==> src/rtl/counter_readout.sv <==
// counter_readout: snapshots Count0/Count1 on Req and streams the selected value LSB byte first.
// Optional macro READOUT_CHECKSUM_EN appends one XOR checksum byte to every frame.
module counter_readout #(
   parameter int WIDTH  = 64,
   parameter int NBYTES = WIDTH / 8
) (
   input  logic             Clk,
   input  logic             Reset,
   input  logic             Req,
   input  logic             Slt,
   input  logic [WIDTH-1:0] Count0,
   input  logic [WIDTH-1:0] Count1,
   input  logic             Ready,
   output logic [7:0]       DataOut,
   output logic             Valid,
   output logic             Last,
   output logic             Busy,
   output logic             Done
);
   localparam int IW = $clog2(NBYTES + 1);
   localparam logic [IW-1:0] LAST_IDX = IW'(NBYTES - 1);

`ifdef READOUT_CHECKSUM_EN
   typedef enum logic [1:0] {S_IDLE, S_SEND, S_CSUM} state_t;
   localparam logic LAST_ON_DATA = 1'b0;
`else
   typedef enum logic [0:0] {S_IDLE, S_SEND} state_t;
   localparam logic LAST_ON_DATA = 1'b1;
`endif

   state_t           state_q, state_d;
   logic [WIDTH-1:0] snap0_q, snap0_d, snap1_q, snap1_d;
   logic             sel_q, sel_d;
   logic [IW-1:0]    idx_q, idx_d, idx_inc;
   logic [7:0]       data_q, data_d, next_byte;
   logic             valid_q, valid_d, last_q, last_d;
   logic             busy_q, busy_d, done_q, done_d;
   logic             finish;
   logic [WIDTH-1:0] active_snap, req_count;
   logic [7:0]       snap_byte [NBYTES];
`ifdef READOUT_CHECKSUM_EN
   logic [7:0]       csum_q, csum_d;
`endif

   assign active_snap = sel_q ? snap1_q : snap0_q;
   assign req_count   = Slt ? Count1 : Count0;

   for (genvar gi = 0; gi < NBYTES; gi++) begin : g_bytes
      assign snap_byte[gi] = active_snap[8*gi +: 8];
   end

   always_comb begin
      state_d = state_q;
      snap0_d = snap0_q;
      snap1_d = snap1_q;
      sel_d   = sel_q;
      idx_d   = idx_q;
      data_d  = data_q;
      valid_d = valid_q;
      last_d  = last_q;
      busy_d  = busy_q;
      done_d  = 1'b0;
      finish  = 1'b0;
`ifdef READOUT_CHECKSUM_EN
      csum_d  = csum_q;
`endif
      idx_inc   = idx_q + 1'b1;
      next_byte = '0;
      for (int i = 0; i < NBYTES; i++) begin
         if (idx_inc == IW'(i)) next_byte = snap_byte[i];
      end

      case (state_q)
         S_IDLE: begin
            if (Req) begin
               state_d = S_SEND;
               snap0_d = Count0;
               snap1_d = Count1;
               sel_d   = Slt;
               idx_d   = '0;
               data_d  = req_count[7:0];
               valid_d = 1'b1;
               busy_d  = 1'b1;
               last_d  = LAST_ON_DATA && (LAST_IDX == '0);
`ifdef READOUT_CHECKSUM_EN
               csum_d  = '0;
`endif
            end
         end
         S_SEND: begin
            if (Ready) begin
`ifdef READOUT_CHECKSUM_EN
               csum_d = csum_q ^ data_q;
`endif
               if (idx_q == LAST_IDX) begin
`ifdef READOUT_CHECKSUM_EN
                  // Checksum byte folds in the final data byte being accepted now.
                  state_d = S_CSUM;
                  data_d  = csum_q ^ data_q;
                  last_d  = 1'b1;
`else
                  finish  = 1'b1;
`endif
               end else begin
                  idx_d  = idx_inc;
                  data_d = next_byte;
                  last_d = LAST_ON_DATA && (idx_inc == LAST_IDX);
               end
            end
         end
`ifdef READOUT_CHECKSUM_EN
         S_CSUM: begin
            if (Ready) finish = 1'b1;
         end
`endif
         default: state_d = S_IDLE;
      endcase

      if (finish) begin
         state_d = S_IDLE;
         data_d  = '0;
         valid_d = 1'b0;
         last_d  = 1'b0;
         busy_d  = 1'b0;
         done_d  = 1'b1;
      end
   end

   always_ff @(posedge Clk or negedge Reset) begin
      if (!Reset) begin
         state_q <= S_IDLE;
         snap0_q <= '0;
         snap1_q <= '0;
         sel_q   <= 1'b0;
         idx_q   <= '0;
         data_q  <= '0;
         valid_q <= 1'b0;
         last_q  <= 1'b0;
         busy_q  <= 1'b0;
         done_q  <= 1'b0;
`ifdef READOUT_CHECKSUM_EN
         csum_q  <= '0;
`endif
      end else begin
         state_q <= state_d;
         snap0_q <= snap0_d;
         snap1_q <= snap1_d;
         sel_q   <= sel_d;
         idx_q   <= idx_d;
         data_q  <= data_d;
         valid_q <= valid_d;
         last_q  <= last_d;
         busy_q  <= busy_d;
         done_q  <= done_d;
`ifdef READOUT_CHECKSUM_EN
         csum_q  <= csum_d;
`endif
      end
   end

   assign DataOut = data_q;
   assign Valid   = valid_q;
   assign Last    = last_q;
   assign Busy    = busy_q;
   assign Done    = done_q;

endmodule
==> config.mk <==
export PLATFORM = sky130hd
export DESIGN_NAME = counter_readout
export DESIGN_NICKNAME = d
export VERILOG_FILES = /design/src/rtl/counter_readout.sv
export SDC_FILE = /design/constraint.sdc
export NUM_CORES = 1
export LEC_CHECK = 0
export CAP_MARGIN = 40
export CORE_ASPECT_RATIO = 0.7
export CORE_MARGIN = 3
export CORE_UTILIZATION = 52
export DETAILED_ROUTE_END_ITERATION = 12
export PLACE_DENSITY = 0.8
export SYNTH_ARGS = -nofsm -noshare
export SYNTH_HDL_FRONTEND = slang
export SYNTH_SLANG_ARGS = --single-unit
==> constraint.sdc <==
create_clock -name Clk -period 2.15 [get_ports Clk]
set_input_delay 0.43 -clock Clk [delete_from_list [all_inputs] [get_ports Clk]]
set_output_delay 0.43 -clock Clk [all_outputs]
set_load 0.01 [all_outputs]
Word level (Yosys, flattened, before mapping) --
Index checks and enable logic that the tools add are counted.
Operators by class: reduce and logical (&&, ||, !) cells 6, bitwise operators 1, mux-type cells 34, equal/unequal tests 15, $add $sub $neg 1
Operator list (count):
- 8-bit 2-to-1 mux | 13
- 64-bit 2-to-1 mux | 1
- 4-bit by 3-bit == test with 1-bit output (second input constant) | 5
- 8-bit case mux with 2 select lines | 1
- 1-bit 2-to-1 mux | 14
- 4-bit 2-to-1 mux | 3
- 4-bit by 2-bit == test with 1-bit output (second input constant) | 2
- 4-bit case mux with 2 select lines | 1
- 2-bit inequality test (second input constant) | 3
- 3-bit inequality test (second input constant) | 2
- 3-bit AND reduction | 2
- 4-bit by 1-bit adder with 4-bit output (second input constant) | 1
- 4-bit by 1-bit == test with 1-bit output (second input constant) | 1
- 4-bit zero test | 1
- 2-bit AND reduction | 2
- 3-bit by 2-bit inequality test with 1-bit output (second input constant) | 1
- 2-bit by 1-bit inequality test with 1-bit output (second input constant) | 1
- 1-bit case mux with 2 select lines | 1
- 2-bit nonzero test | 1
- 1-bit inverter | 1
Word-level totals: register bits after elaboration 145, bits of input ports 133, output and inout bits 12, logic and storage cells 66

Longest topological paths before layout --
Gate-level depths: netlist of run 1.
depth in word-level cells 14, depth in mapped cells 8, mapped depth without buffers 7

Worst setup path after synthesis of run 1 --
No wires, ideal clock.
path type reg-to-reg, start point reg idx_q[0], end point reg data_q[6], in the netlist DataOut[6], stages on the path, launching flop included 9, clock period less this slack 1.939 ns, setup slack 0.211 ns, path buffers 2, library setup time 0.131 ns, arrival 1.808 ns, required time 2.019 ns, path through dfrtp_1 -> inv_1 -> ha_1 -> buf_2 -> nand2b_1 -> clkbuf_1 -> o221ai_1 -> a222oi_1 -> o211ai_2
On the way: longest elaborated chain between the ends 14, elaborated cells between the ends (all ways) 29, classes of those cells add/sub: 1; eq/ne: 11; mux: 15; reduce/logical: 2
RTL lines:
- start: declaration | line 34 | logic [IW-1:0] idx_q, idx_d, idx_inc;
- start signal: assignment | line 149 | idx_q <= idx_d;
- 4-bit by 1-bit adder with 4-bit output | line 67 | idx_inc = idx_q + 1'b1;
- 4-bit zero test | line 70 | if (idx_inc == IW'(i)) next_byte = snap_byte[i];
- 8-bit 2-to-1 mux (8 in a row) | line 70
- 8-bit 2-to-1 mux | line 95 | if (idx_q == LAST_IDX) begin
- 8-bit 2-to-1 mux | line 91 | if (Ready) begin
- 8-bit case mux with 2 select lines | line 73 | case (state_q)
- 8-bit 2-to-1 mux | line 119 | if (finish) begin
- end signal: assignment | line 150 | data_q <= data_d;
- end: declaration | line 35 | logic [7:0] data_q, data_d, next_byte;
Parallel ways exist; a longest one is shown, timed or not. The select of a mux whose other input is x is not followed. A chain may end at the register's enable or synchronous reset.

Worst setup path after layout of run 1 --
start point reg idx_q[0], end point reg data_q[2], in the netlist DataOut[2]
Same word-level chain as after synthesis.

==> results of run 1 <==
## state kept, by name (all words and copies together), names as in the netlist
signal   count
Busy         1
DataOut      8
Done         1
Last         1
idx_q        4
sel_q        1
snap0_q     64
snap1_q     64
state_q      1
## routing by layer
layer / up-vias / part of all wire [%] / track usage, %
met5: - / 0 / 0
met4: 0 / 0.91 / 6.72
met3: 17 / 8.8 / 8.28
met2: 257 / 45 / 39.0
met1: 2762 / 45 / 37.6
li1: 2425 / - / -
## final cells by class
cell class | count | area, um2 | share of cell area [%]
Sequential cell | 145 | 3630 | 36.9
Timing Repair Buffer | 191 | 1910 | 19.4
Clock buffer | 17 | 425 | 4.32
Inverter | 3 | 11.3 | 0.114
Multi-Input combinational cell | 370 | 3430 | 34.9
Tap cell | 185 | 231 | 2.35
Clock inverter | 14 | 201 | 2.05
## through the flow
step | cells | utilization, % | total power [mW] | area [um2]
after floorplan | 561 | - | 8.88 | 7260
after global placement | 885 | 67.8 | 10.8 | 9090
after detailed placement | 885 | 67.8 | 11.1 | 9090
after CTS | 917 | 72.6 | 14.4 | 9730
after global routing | 925 | 73.5 | 15.4 | 9840
final | 925 | 73.5 | 14.7 | 9840
## kinds of logic after synthesis
family	after synthesis	synth area share (%)
fa+ha+maj	5	0.862
simple gates	76	5.57
compound gates	86	9.20
flops	145	50.0
mux	203	30.8
buf+inv	46	3.62
## worst max-delay path: cells and delay by family (launching register included)
kind | cells | cell delay, ns
AO/OA/AOI/OAI | 3 | 0.72
adder cells (fa/ha/maj) | 1 | 0.24
buffers and inverters | 2 | 0.38
flip-flops | 1 | 0.44
multiplexers | 1 | 0.21
## final timing paths
kind	startpoint	to	slack, ns	depth (start not counted)
max	idx_q[0]	DataOut[2]	0.04	7
min	snap0_q[30]	snap0_q[30]	0.50	1
max reg2reg	idx_q[0]	DataOut[2]	0.04	7
min reg2reg	snap0_q[30]	snap0_q[30]	0.50	1
max in group asynchronous	Reset	snap1_q[17]	0.87	3
min in group asynchronous	Reset	snap0_q[47]	0.54	2
## cell usage in the layout, fill, tap and decap left out, types with 8 or more instances in the layout
cell type        Yosys  routed
nor2b_1             11      10
nor3_1              10      10
a211oi_1             8       8
dfrtp_1            145     143
nand2_1             11      10
mux2i_1             41      41
buf_12               0       9
clkdlybuf4s50_1      0     143
buf_4                2      37
clkbuf_16            0      17
nand2b_1             9       8
nand4_1              9       9
nor2_1              17      17
o221ai_1             8       8
a21oi_1             18      16
mux2_2             158     158
a21o_1               8       8
a222oi_1             8       8
## synth_stat cells (2+ instances only)
cell and instances:
buf_4 2, o211ai_2 5, o211ai_1 3, a21o_1 8, a211oi_1 8, mux2i_1 41
a21oi_1 18, nand4_1 9, nand2b_1 9, o221ai_1 8, a221oi_1 8, nand2_2 2
mux2_1 4, o21ai_1 6, nand2_1 11, nor2b_1 11, buf_2 24, o21ai_0 5
clkbuf_1 7, nand3_1 3, nor3_1 10, mux2_2 158, nor2_1 17, a222oi_1 8
buf_6 5, dfrtp_1 145, o31ai_1 2, inv_1 3, ha_1 5, buf_1 3
## what timing repair did
item,CTS,global route
resized for setup,0,12
buffers inserted,0,8
endpoints found under the hold margin,50,0
setup endpoints to repair,0,4
hold buffers,1,0
## power by group
part / internal [mW] / switching (mW) / leakage, nW
combinational: 3.43 / 3.21 / 2.09
clock: 1.96 / 1.23 / 0.312
sequential: 4.06 / 0.832 / 1.78
==> impl_metrics.py, run 1 <==
metrics = {
    "synth": {
        "synth_cell_types": 43,
        "synth_area_um2": 7260,
        "synth_top_cell_area_share_pct": 50.0,
        "ys_seq_area_share_pct": 50.0,
        "synthArstFlopShare_pct": 100,
        "ys_ff_latch": 145,
        "synth_nets": 699,
        "ys_warn_count": 0,
        "synthTopCellsByArea": "dfrtp_1, mux2_2, mux2i_1, buf_2, a21oi_1",
        "yosys.area.top_type": "dfrtp_1",
        "synth_edf_count": 0,
        "synthFlopType": "dfrtp_1",
        "synth_cells": 561,
        "synth_area_per_cell_um2": 12.9,
    },
    "finish": {
        "syn_to_final_growth_pct": 35.6,
        "nets": 866,
        "drive_gt1_share_pct": 35.4,
        "fillCellCount": 878,
        "diodes": 0,
    },
    "critical_path": {
        "path_max_fanout": 10,
        "cp.required_ns": 2.44,
        "worstSetupPathType": "reg -> reg",
        "cpMostUsedCell": "buf_4",
        "worstSetupStartpointType": "flip-flop",
        "cp.arrival_ns": 2.40,
        "cp_slowest_cell": "dfrtp_2",
        "end_kind": "flip-flop",
        "cp_cell_sequence": "ha_2, buf_4, mux2i_1, o22ai_2, a222oi_1, buf_4, o211ai_2",
        "max_stage_delay_ns": 0.44,
    },
    "timing": {
        "skew_ns": 0.00595,
        "finalSetupViolCount": 0,
        "slew_violations": 0,
        "setup_ws_ns": 0.0377,
        "tightest_slew_ns": 0.568,
        "fin_tns_setup_ns": 0,
        "holdWs_ns": 0.500,
        "report.final.hold_viol_count": 0,
        "max-slew-margin-rel_pct": 62.0,
        "period_needed_ns": 2.11,
        "max_freq_mhz": 473,
        "fin_crit_sh_pct": 98.2,
    },
    "route": {
        "num_vias": 5461,
        "drt_iter0_markers": 480,
        "wl_per_cell_um": 21.8,
        "routed_wirelength_um": 20200,
        "drc_errors": 0,
        "vias_per_cell": 5.90,
        "drtPass1Iterations": 7,
        "ant_nets": 0,
    },
    "outcome": {
        "outcome": "finished clean",
    },
    "global_routing": {
        "grt_max_degree": 54,
        "grt_overflow_total": 0,
        "antenna_found_initial": 0,
        "grt_pass1_vias": 5678,
        "grt_pass1_wl_um": 31600,
        "grtUsageTotal_pct": 26.2,
    },
    "clock_tree": {
        "cts_max_path_buffers": 2,
        "path_clk_slew_ns": 0.06,
        "cts_sinks": 145,
        "cts_root_buf": "clkbuf_16",
        "cts_tree": "yes",
        "ctsHtreeMaxLevel": 4,
        "clock_latency_ns": 0.42,
        "cts-buffers-inserted": 17,
    },
    "floorplan": {
        "die_h_um": 105,
        "start_util_pct": 54.2,
        "die_w_um": 147,
        "io_pins": 145,
        "dieArea_um2": 15400,
        "core_area_um2": 13400,
        "num_rows": 35,
    },
    "pwr": {
        "leakagePower_nw": 4.18,
        "powerDensity_nw_per_um2": 1500,
        "peakVddDrop_uv": 868,
    },
    "run": {
        "maxCapViolCount": 0,
    },
    "worst_hold_path": {
        "hold_path.class": "reg -> reg",
    },
    "placed_design": {
        "hpwl_um": 14700,
        "dp_slack_ns": 0.0379,
        "routabilityCongestion": 0.916,
        "io_buffers": 144,
    },
}
Power figures use the tool's default switching activity.
==> run 2, diff against run 1 <==
--- a/config.mk
+++ b/config.mk
@@ -11,6 +11,8 @@
 export CORE_UTILIZATION = 52
 export DETAILED_ROUTE_END_ITERATION = 12
 export PLACE_DENSITY = 0.8
+export SETUP_SLACK_MARGIN = 0.15
+export SLEW_MARGIN = 20
 export SYNTH_ARGS = -nofsm -noshare
 export SYNTH_HDL_FRONTEND = slang
 export SYNTH_SLANG_ARGS = --single-unit
==> impl_metrics.py, run 2 (synthesis results as in run 1) <==
metrics = {
    "timing": {
        "skew_ns": 0.00862,
        "max_freq_mhz": 481,
        "setup_ws_ns": 0.0703,
        "tightest_slew_ns": 0.534,
        "finalSetupViolCount": 0,
        "fin_crit_sh_pct": 96.7,
        "report.final.hold_viol_count": 0,
        "period_needed_ns": 2.08,
        "holdWs_ns": 0.503,
        "slew_violations": 0,
        "max-slew-margin-rel_pct": 64.3,
        "rsz0062_at_grt": "yes",
        "fin_tns_setup_ns": 0,
    },
    "floorplan": {
        "core_area_um2": 13400,
        "io_pins": 145,
        "num_rows": 35,
        "die_h_um": 105,
        "dieArea_um2": 15400,
        "start_util_pct": 54.2,
        "die_w_um": 147,
    },
    "clock_tree": {
        "cts_sinks": 145,
        "path_clk_slew_ns": 0.06,
        "cts-buffers-inserted": 17,
        "clock_latency_ns": 0.42,
        "cts_root_buf": "clkbuf_16",
        "cts_tree": "yes",
        "ctsHtreeMaxLevel": 4,
        "cts_max_path_buffers": 2,
    },
    "finish": {
        "nets": 873,
        "final_common_cell": "mux2_2",
        "final_cell_mix": "mux2_2, clkdlybuf4s50_1, dfrtp_1, mux2i_1, buf_4",
        "diodes": 0,
        "drive_gt1_share_pct": 40.7,
        "fillCellCount": 816,
        "final_cells": 932,
        "syn_to_final_growth_pct": 40.4,
        "multi_input_comb_area_um2": 3680,
        "regArea_um2": 3630,
    },
    "placed_design": {
        "routabilityCongestion": 0.916,
        "dp_slack_ns": 0.0379,
        "place_inst": 885,
        "hpwl_um": 14700,
        "io_buffers": 144,
    },
    "critical_path": {
        "worst-r2r-setup-slack_ns": 0.07,
        "r2r_cells": 6,
        "end_kind": "flip-flop",
        "cp.required_ns": 2.44,
        "path_max_fanout": 8,
        "cp.arrival_ns": 2.37,
        "worstSetupPathType": "reg -> reg",
        "worstSetupStartpointType": "flip-flop",
    },
    "route": {
        "vias_per_cell": 6.00,
        "routed_wirelength_um": 21600,
        "num_vias": 5590,
        "drt_iter0_markers": 468,
        "drc_errors": 0,
        "ant_nets": 0,
        "drtPass1Iterations": 5,
        "wl_per_cell_um": 23.2,
    },
    "global_routing": {
        "grt_max_degree": 54,
        "grtUsageTotal_pct": 26.6,
        "grt_overflow_total": 0,
        "grt_pass1_vias": 5759,
        "antenna_found_initial": 0,
        "grt_pass1_wl_um": 31900,
    },
    "pwr": {
        "peakVddDrop_uv": 1010,
        "powerDensity_nw_per_um2": 1550,
        "power_mw": 15.8,
        "leakagePower_nw": 4.29,
    },
    "worst_hold_path": {
        "whs_path_depth": 1,
        "hold_path.class": "reg -> reg",
    },
    "outcome": {
        "outcome": "finished clean",
    },
    "run": {
        "maxCapViolCount": 0,
    },
}
-- run 2: through the flow --
| step | util (%) | area, um2 |
|---|---|---|
| 2_1_floorplan | - | 7260 |
| 3_3_place_gp | 67.8 | 9090 |
| 3_5_place_dp | 67.8 | 9090 |
| 4_1_cts | 73.5 | 9850 |
| 5_1_grt | 76.1 | 10200 |
| 6_report | 76.1 | 10200 |
-- run 2: path summary, 6_finish.rpt --
check                            startpoint           to
worst max-delay path                  sel_q   DataOut[6]
min in group asynchronous             Reset  snap0_q[47]
worst min-delay path            snap1_q[61]  snap1_q[61]
worst max register to register        sel_q   DataOut[6]
max in group asynchronous             Reset  snap1_q[29]
worst min register to register  snap1_q[61]  snap1_q[61]
-- run 2: critical path, cell delays in order, from the launching register on --
cell and delay, ns:
dfrtp_2 0.50, buf_12 0.18, mux2_2 0.37, a21oi_2 0.23, nand2b_1 0.14, a222oi_1 0.41
o211ai_2 0.11
-- run 2: metal layers --
layer / part of all wire (%) / global-route usage (%) / vias up
met5: 0 / 2.00 / -
met4: 2.1 / 8.11 / 0
met3: 8.4 / 8.45 / 42
met2: 46 / 39.6 / 283
met1: 44 / 37.4 / 2821
li1: - / - / 2444
-- run 2: where the power goes --
| part | internal [mW] | leakage [nW] | switching [mW] |
|---|---|---|---|
| sequential | 4.06 | 1.77 | 0.918 |
| clock | 1.96 | 0.312 | 1.24 |
| combinational | 3.95 | 2.20 | 3.68 |
| total | 9.98 | 4.29 | 5.84 |
-- run 2: final cells by class --
| cell class | instances | area share (%) |
|---|---|---|
| Multi-Input combinational cell | 370 | 36.1 |
| Clock buffer | 17 | 4.17 |
| Inverter | 3 | 0.110 |
| Sequential cell | 145 | 35.6 |
| Tap cell | 185 | 2.27 |
| Timing Repair Buffer | 198 | 19.7 |
| Clock inverter | 14 | 1.98 |
-- run 2: repair_timing --
action	CTS	global route
endpoints found under the hold margin	50	0
hold buffers	1	0
resized for setup	18	59
cloned	0	1
buffers inserted	6	8
pin swaps	5	29
setup endpoints to repair	5	8
